--- config.mk ---
export PLATFORM = sky130hd
export DESIGN_NAME = pipe_out_fifo
export DESIGN_NICKNAME = d
export VERILOG_FILES = /design/src/rtl/pipe_out_pkg.sv /design/src/rtl/pipe_out_fifo_mem.sv /design/src/rtl/pipe_out_fifo.sv
export SDC_FILE = /design/constraint.sdc
export NUM_CORES = 1
export LEC_CHECK = 0
export CORE_MARGIN = 4
export CORE_UTILIZATION = 31
export CTS_BUF_LIST = sky130_fd_sc_hd__clkbuf_8 sky130_fd_sc_hd__clkbuf_16
export CTS_CLUSTER_SIZE = 40
export DETAILED_ROUTE_END_ITERATION = 8
export SETUP_SLACK_MARGIN = 0.15
export SLEW_MARGIN = 20
export SYNTH_ARGS = -nofsm -noshare
export SYNTH_HDL_FRONTEND = slang
export SYNTH_SLANG_ARGS = --single-unit
--- constraint.sdc ---
create_clock -name clk -period 11.6 [get_ports clk]
set_input_delay 3.48 -clock clk [delete_from_list [all_inputs] [get_ports clk]]
set_output_delay 3.48 -clock clk [all_outputs]
set_load 0.02 [all_outputs]
--- src/rtl/pipe_out_pkg.sv ---
// Shared types for the pipeline result FIFO: data word type and optional stats bundle.
package pipe_out_pkg;

  localparam int unsigned PIPE_DATA_W = 32;

  typedef logic [PIPE_DATA_W-1:0] pipe_word_t;

  typedef struct packed {
    logic [31:0] stat_in;
    logic [31:0] stat_out;
    logic [31:0] stat_drop;
  } pipe_out_stats_t;

endpackage

--- src/rtl/pipe_out_fifo_mem.sv ---
// DEPTH x WIDTH register array, one synchronous write port, one asynchronous read port.
module pipe_out_fifo_mem #(
  parameter int unsigned WIDTH = 32,
  parameter int unsigned DEPTH = 8
) (
  input  logic                     clk,
  input  logic                     we,
  input  logic [$clog2(DEPTH)-1:0] waddr,
  input  logic [WIDTH-1:0]         wdata,
  input  logic [$clog2(DEPTH)-1:0] raddr,
  output logic [WIDTH-1:0]         rdata
);

  // Contents are deliberately not reset; validity is tracked by the pointers.
  logic [WIDTH-1:0] mem_q [DEPTH];

  always_ff @(posedge clk) begin
    if (we) begin
      mem_q[waddr] <= wdata;
    end
  end

  assign rdata = mem_q[raddr];

endmodule

--- src/rtl/pipe_out_fifo.sv ---
// Non-stalling pipeline result FIFO with ready/valid output, occupancy and overflow flags.
// Optional counters of pushes/pops/drops are built when PIPE_OUT_FIFO_STATS_EN is defined.
module pipe_out_fifo
  import pipe_out_pkg::*;
#(
  parameter int unsigned WIDTH     = PIPE_DATA_W,
  parameter int unsigned DEPTH     = 8,
  parameter int unsigned AF_MARGIN = 2
) (
  input  logic                   clk,
  input  logic                   rst,
  input  logic                   flush,
  input  logic                   in_valid,
  input  logic [WIDTH-1:0]       in_data,
  output logic                   out_valid,
  input  logic                   out_ready,
  output logic [WIDTH-1:0]       out_data,
  output logic [$clog2(DEPTH):0] count,
  output logic                   almost_full,
  output logic                   overflow
`ifdef PIPE_OUT_FIFO_STATS_EN
  ,
  output logic [31:0]            stat_in,
  output logic [31:0]            stat_out,
  output logic [31:0]            stat_drop
`endif
);

  localparam int unsigned AW = $clog2(DEPTH);
  localparam int unsigned PW = AW + 1;
  localparam logic [PW-1:0] PtrOne  = PW'(1);
  localparam logic [PW-1:0] AfLevel = PW'(DEPTH - AF_MARGIN);

  logic [PW-1:0] wr_ptr_q, wr_ptr_d;
  logic [PW-1:0] rd_ptr_q, rd_ptr_d;
  logic [PW-1:0] count_q, count_d;
  logic          almost_full_q, almost_full_d;
  logic          overflow_q, overflow_d;
  logic          empty, full, push, pop, drop;

  assign empty = (wr_ptr_q == rd_ptr_q);
  assign full  = (wr_ptr_q[AW-1:0] == rd_ptr_q[AW-1:0]) && (wr_ptr_q[AW] != rd_ptr_q[AW]);

  // flush wins over everything; a full FIFO still accepts a word when it pops in the same cycle.
  assign pop  = !empty && out_ready && !flush;
  assign push = in_valid && (!full || pop) && !flush;
  assign drop = in_valid && full && !pop && !flush;

  always_comb begin
    wr_ptr_d   = wr_ptr_q;
    rd_ptr_d   = rd_ptr_q;
    overflow_d = overflow_q;
    if (flush) begin
      wr_ptr_d   = '0;
      rd_ptr_d   = '0;
      overflow_d = 1'b0;
    end else begin
      if (push) wr_ptr_d = wr_ptr_q + PtrOne;
      if (pop)  rd_ptr_d = rd_ptr_q + PtrOne;
      if (drop) overflow_d = 1'b1;
    end
    // Pointer difference modulo 2*DEPTH is the occupancy 0..DEPTH.
    count_d       = wr_ptr_d - rd_ptr_d;
    almost_full_d = (count_d >= AfLevel);
  end

  always_ff @(posedge clk or posedge rst) begin
    if (rst) begin
      wr_ptr_q      <= '0;
      rd_ptr_q      <= '0;
      count_q       <= '0;
      almost_full_q <= 1'b0;
      overflow_q    <= 1'b0;
    end else begin
      wr_ptr_q      <= wr_ptr_d;
      rd_ptr_q      <= rd_ptr_d;
      count_q       <= count_d;
      almost_full_q <= almost_full_d;
      overflow_q    <= overflow_d;
    end
  end

  pipe_out_fifo_mem #(
    .WIDTH (WIDTH),
    .DEPTH (DEPTH)
  ) u_mem (
    .clk   (clk),
    .we    (push),
    .waddr (wr_ptr_q[AW-1:0]),
    .wdata (in_data),
    .raddr (rd_ptr_q[AW-1:0]),
    .rdata (out_data)
  );

  assign out_valid   = !empty;
  assign count       = count_q;
  assign almost_full = almost_full_q;
  assign overflow    = overflow_q;

`ifdef PIPE_OUT_FIFO_STATS_EN
  pipe_out_stats_t stats_q, stats_d;

  always_comb begin
    stats_d = stats_q;
    if (flush) begin
      stats_d = '0;
    end else begin
      if (push) stats_d.stat_in   = stats_q.stat_in + 32'd1;
      if (pop)  stats_d.stat_out  = stats_q.stat_out + 32'd1;
      if (drop) stats_d.stat_drop = stats_q.stat_drop + 32'd1;
    end
  end

  always_ff @(posedge clk or posedge rst) begin
    if (rst) begin
      stats_q <= '0;
    end else begin
      stats_q <= stats_d;
    end
  end

  assign stat_in   = stats_q.stat_in;
  assign stat_out  = stats_q.stat_out;
  assign stat_drop = stats_q.stat_drop;
`endif

endmodule

==> impl_metrics.yaml <==
global_route:
  grt_pass1_vias: 5252
  track_usage_pct: 11.9
  overflow: 0
  antenna_found_initial: 1
  grt_start_max_net_pins: 69
  grt_pass1_wl_um: 33100
clocking:
  cts-buffers-inserted: 29
  cts-root-buf: "clkbuf_16"
  clk_latency_ns: 0.54
  cts_setup_buffers: 0
  cts_hold_buf: 0
  cts_tree: "built"
  clkSinkCount: 270
  ctsLongestPathBuffers: 3
  cts-htree-levels: 1
  clk_pin_slew_ns: 0.07
  post_cts_resized: 0
routing:
  first_pass_iters: 4
  vias_per_cell: 4.65
  vias: 4827
  ant_nets: 0
  drt-total-wl_um: 21700
  drcViolationCount: 0
  wl_per_cell_um: 20.9
  drt-initial-drc-count: 287
logic_synthesis:
  synth_cell_type_count: 38
  syn_area_per_cell_um2: 22.3
  yosysSeqAreaShare_pct: 76.7
  synth_nets: 513
  yosys_warnings: 0
  syn_inst: 470
  synth.cell_area_mm2: 0.0105
  ys_seq_elements: 270
worst_setup_path:
  startpoint: "rd_ptr_q[0]"
  critPathMaxFanout: 36
  critPathKind: "flop to output port"
  r2r-end: "almost_full"
  rr_worst_depth: 11
  cp-start-kind: "flop"
  critPathCaptureType: "output port"
  critPathArrivalTime_ns: 3.62
  endpoint: "out_data[17]"
  required_ns: 8.12
  regToRegStartpoint: "rd_ptr_q[1]"
  reg2reg_slack_ns: 7.93
power:
  total_power_mw: 2.41
  power_density_mw_per_mm2: 187
  power.leakage_nw: 4.07
  irDropWorstVdd_uv: 129
sta:
  period_minus_slack_ns: 7.10
  setup_ws_ns: 4.50
  finalCritPeriodShare_pct: 61.2
  slew_headroom_pct: 28.0
  max_freq_ghz: 0.141
  setup_violations: 0
  fin_tns_setup_ns: 0
  drv_slew: 0
  rsz0062_at_grt: "no"
  finClkSkew_ns: 0.0132
  holdWs_ns: 0.546
  worst-slew-pin-transition_ns: 1.08
  hold_viol: 0
die:
  dieArea_mm2: 0.0368
  die_x_um: 192
  start_util_pct: 31.3
  io_pins: 76
  core_area_mm2: 0.0334
  die_h_um: 192
  rows: 67
placement:
  portBuffers: 75
  dp_hpwl_um: 12400
  pre_cts_ws_ns: 4.95
  placed_area_mm2: 0.0118
  place_inst: 983
  place.gp.congestion: 0.659
finish:
  drive_gt1_share_pct: 28.9
  fin_util_pct: 38.4
  nNetsFinal: 609
  diodes: 0
  area_growth_syn_to_layout_pct: 22.5
  design_area_mm2: 0.0128
  fillers: 2967
  multiInputGateArea_mm2: 0.00238
  stdcell_count: 1037
  register_area_mm2: 0.00805
run_status:
  status: "finished, final reports clean"
job:
  max-cap-violations: 0
hold_path:
  hold_depth: 2
  hp-class: "flop to flop"
==> cells in the mapped netlist <==
library cell	instances	area (um^2)
edfxtp_1	256	7690
mux4_2	64	1440
mux2_2	32	360
dfrtp_1	14	350
nor2_1	12	45.0
clkbuf_1	11	41.3
buf_2	8	40.0
nand2_1	8	30.0
inv_1	6	22.5
xor2_1	6	52.6
ha_1	5	62.6
nand2b_1	5	31.3
xnor2_1	4	35.0
a21oi_1	3	15.0
mux2i_1	3	30.0
nand3_1	3	15.0
o21ai_0	3	15.0
or2_2	3	18.8
buf_1	2	7.51
nor2b_1	2	12.5
nor3_1	2	10.0
or3_1	2	12.5
a21o_1	1	7.51
a21oi_2	1	8.76
a31oi_1	1	6.26
and4_4	1	11.3
buf_6	1	11.3
fa_1	1	20.0
nand3b_1	1	7.51
nor3_2	1	10.0
nor4_1	1	6.26
o211a_2	1	10.0
o211ai_1	1	7.51
o21a_1	1	7.51
o21ai_1	1	5.00
or2b_1	1	7.51
or4_1	1	7.51
or4_4	1	11.3
==> routing by layer <==
| layer | GRT usage, % | up-vias | wire (um) |
|---|---|---|---|
| met5 | 0 | - | 13 |
| met4 | 2.43 | 2 | 421 |
| met3 | 2.53 | 33 | 855 |
| met2 | 20.5 | 86 | 11200 |
| met1 | 15.7 | 2571 | 9250 |
| li1 | - | 2135 | - |
==> cell type report <==
cell class / count / share of cell area [%]
well taps: 448 / 4.36
flip-flops and latches: 270 / 62.6
repair buffers: 87 / 6.55
multi-input cells: 172 / 18.5
inverters: 6 / 0.175
clock buffers: 29 / 5.65
clock inverters: 25 / 2.11
==> cells by family (layout without fill, tap and decap cells) <==
family / after synthesis / after routing / synth area share (%)
mux: 99 / 99 / 17.5
fa+ha+maj: 6 / 6 / 0.788
buf+inv: 28 / 147 / 1.17
simple gates: 44 / 44 / 2.26
flops: 270 / 270 / 76.7
xor+xnor: 10 / 10 / 0.836
compound gates: 13 / 13 / 0.788
==> placed cells by master (no fill, tap or decap), types with 3 or more instances in the layout <==
master | synthesis | final
bufinv_16 | 0 | 6
ha_1 | 5 | 5
clkinv_2 | 0 | 5
xor2_1 | 6 | 6
mux2_2 | 32 | 32
or2_2 | 3 | 3
inv_1 | 6 | 10
mux2i_1 | 3 | 3
nor2_1 | 12 | 6
o21ai_0 | 3 | 3
nand2_1 | 8 | 8
xnor2_1 | 4 | 4
nand3_1 | 3 | 3
mux4_2 | 64 | 64
clkinv_1 | 0 | 7
clkbuf_16 | 0 | 29
nor3_2 | 1 | 3
clkdlybuf4s50_1 | 0 | 75
edfxtp_1 | 256 | 256
nand2b_1 | 5 | 5
dfrtp_1 | 14 | 11
buf_4 | 0 | 12
nor2_4 | 0 | 6
a21oi_1 | 3 | 3
==> flip-flops by register name, summed over array words and instances (netlist names) <==
name	cells
count	4
rd_ptr_q	4
wr_ptr_q	4
overflow	1
almost_full	1
u_mem.mem_q	256
==> critical path, stage by stage (launching register included) <==
cell and delay, ns:
dfrtp_4 0.86, buf_4 0.72, mux4_2 0.59, mux2_2 0.31
clkdlybuf4s50_1 0.55
==> worst min path at each step <==
stage / startpoint / to
final: overflow / overflow
after global routing: overflow / overflow
after CTS: overflow / overflow
after detailed placement: overflow / overflow
after global placement: overflow / overflow
after floorplan: overflow / overflow
==> power by group <==
group / internal [mW] / total [mW] / switching [mW]
clock: 0.586 / 0.947 / 0.361
sequential: 1.09 / 1.12 / 0.0348
combinational: 0.187 / 0.336 / 0.149
Power figures use the tool's default switching activity.
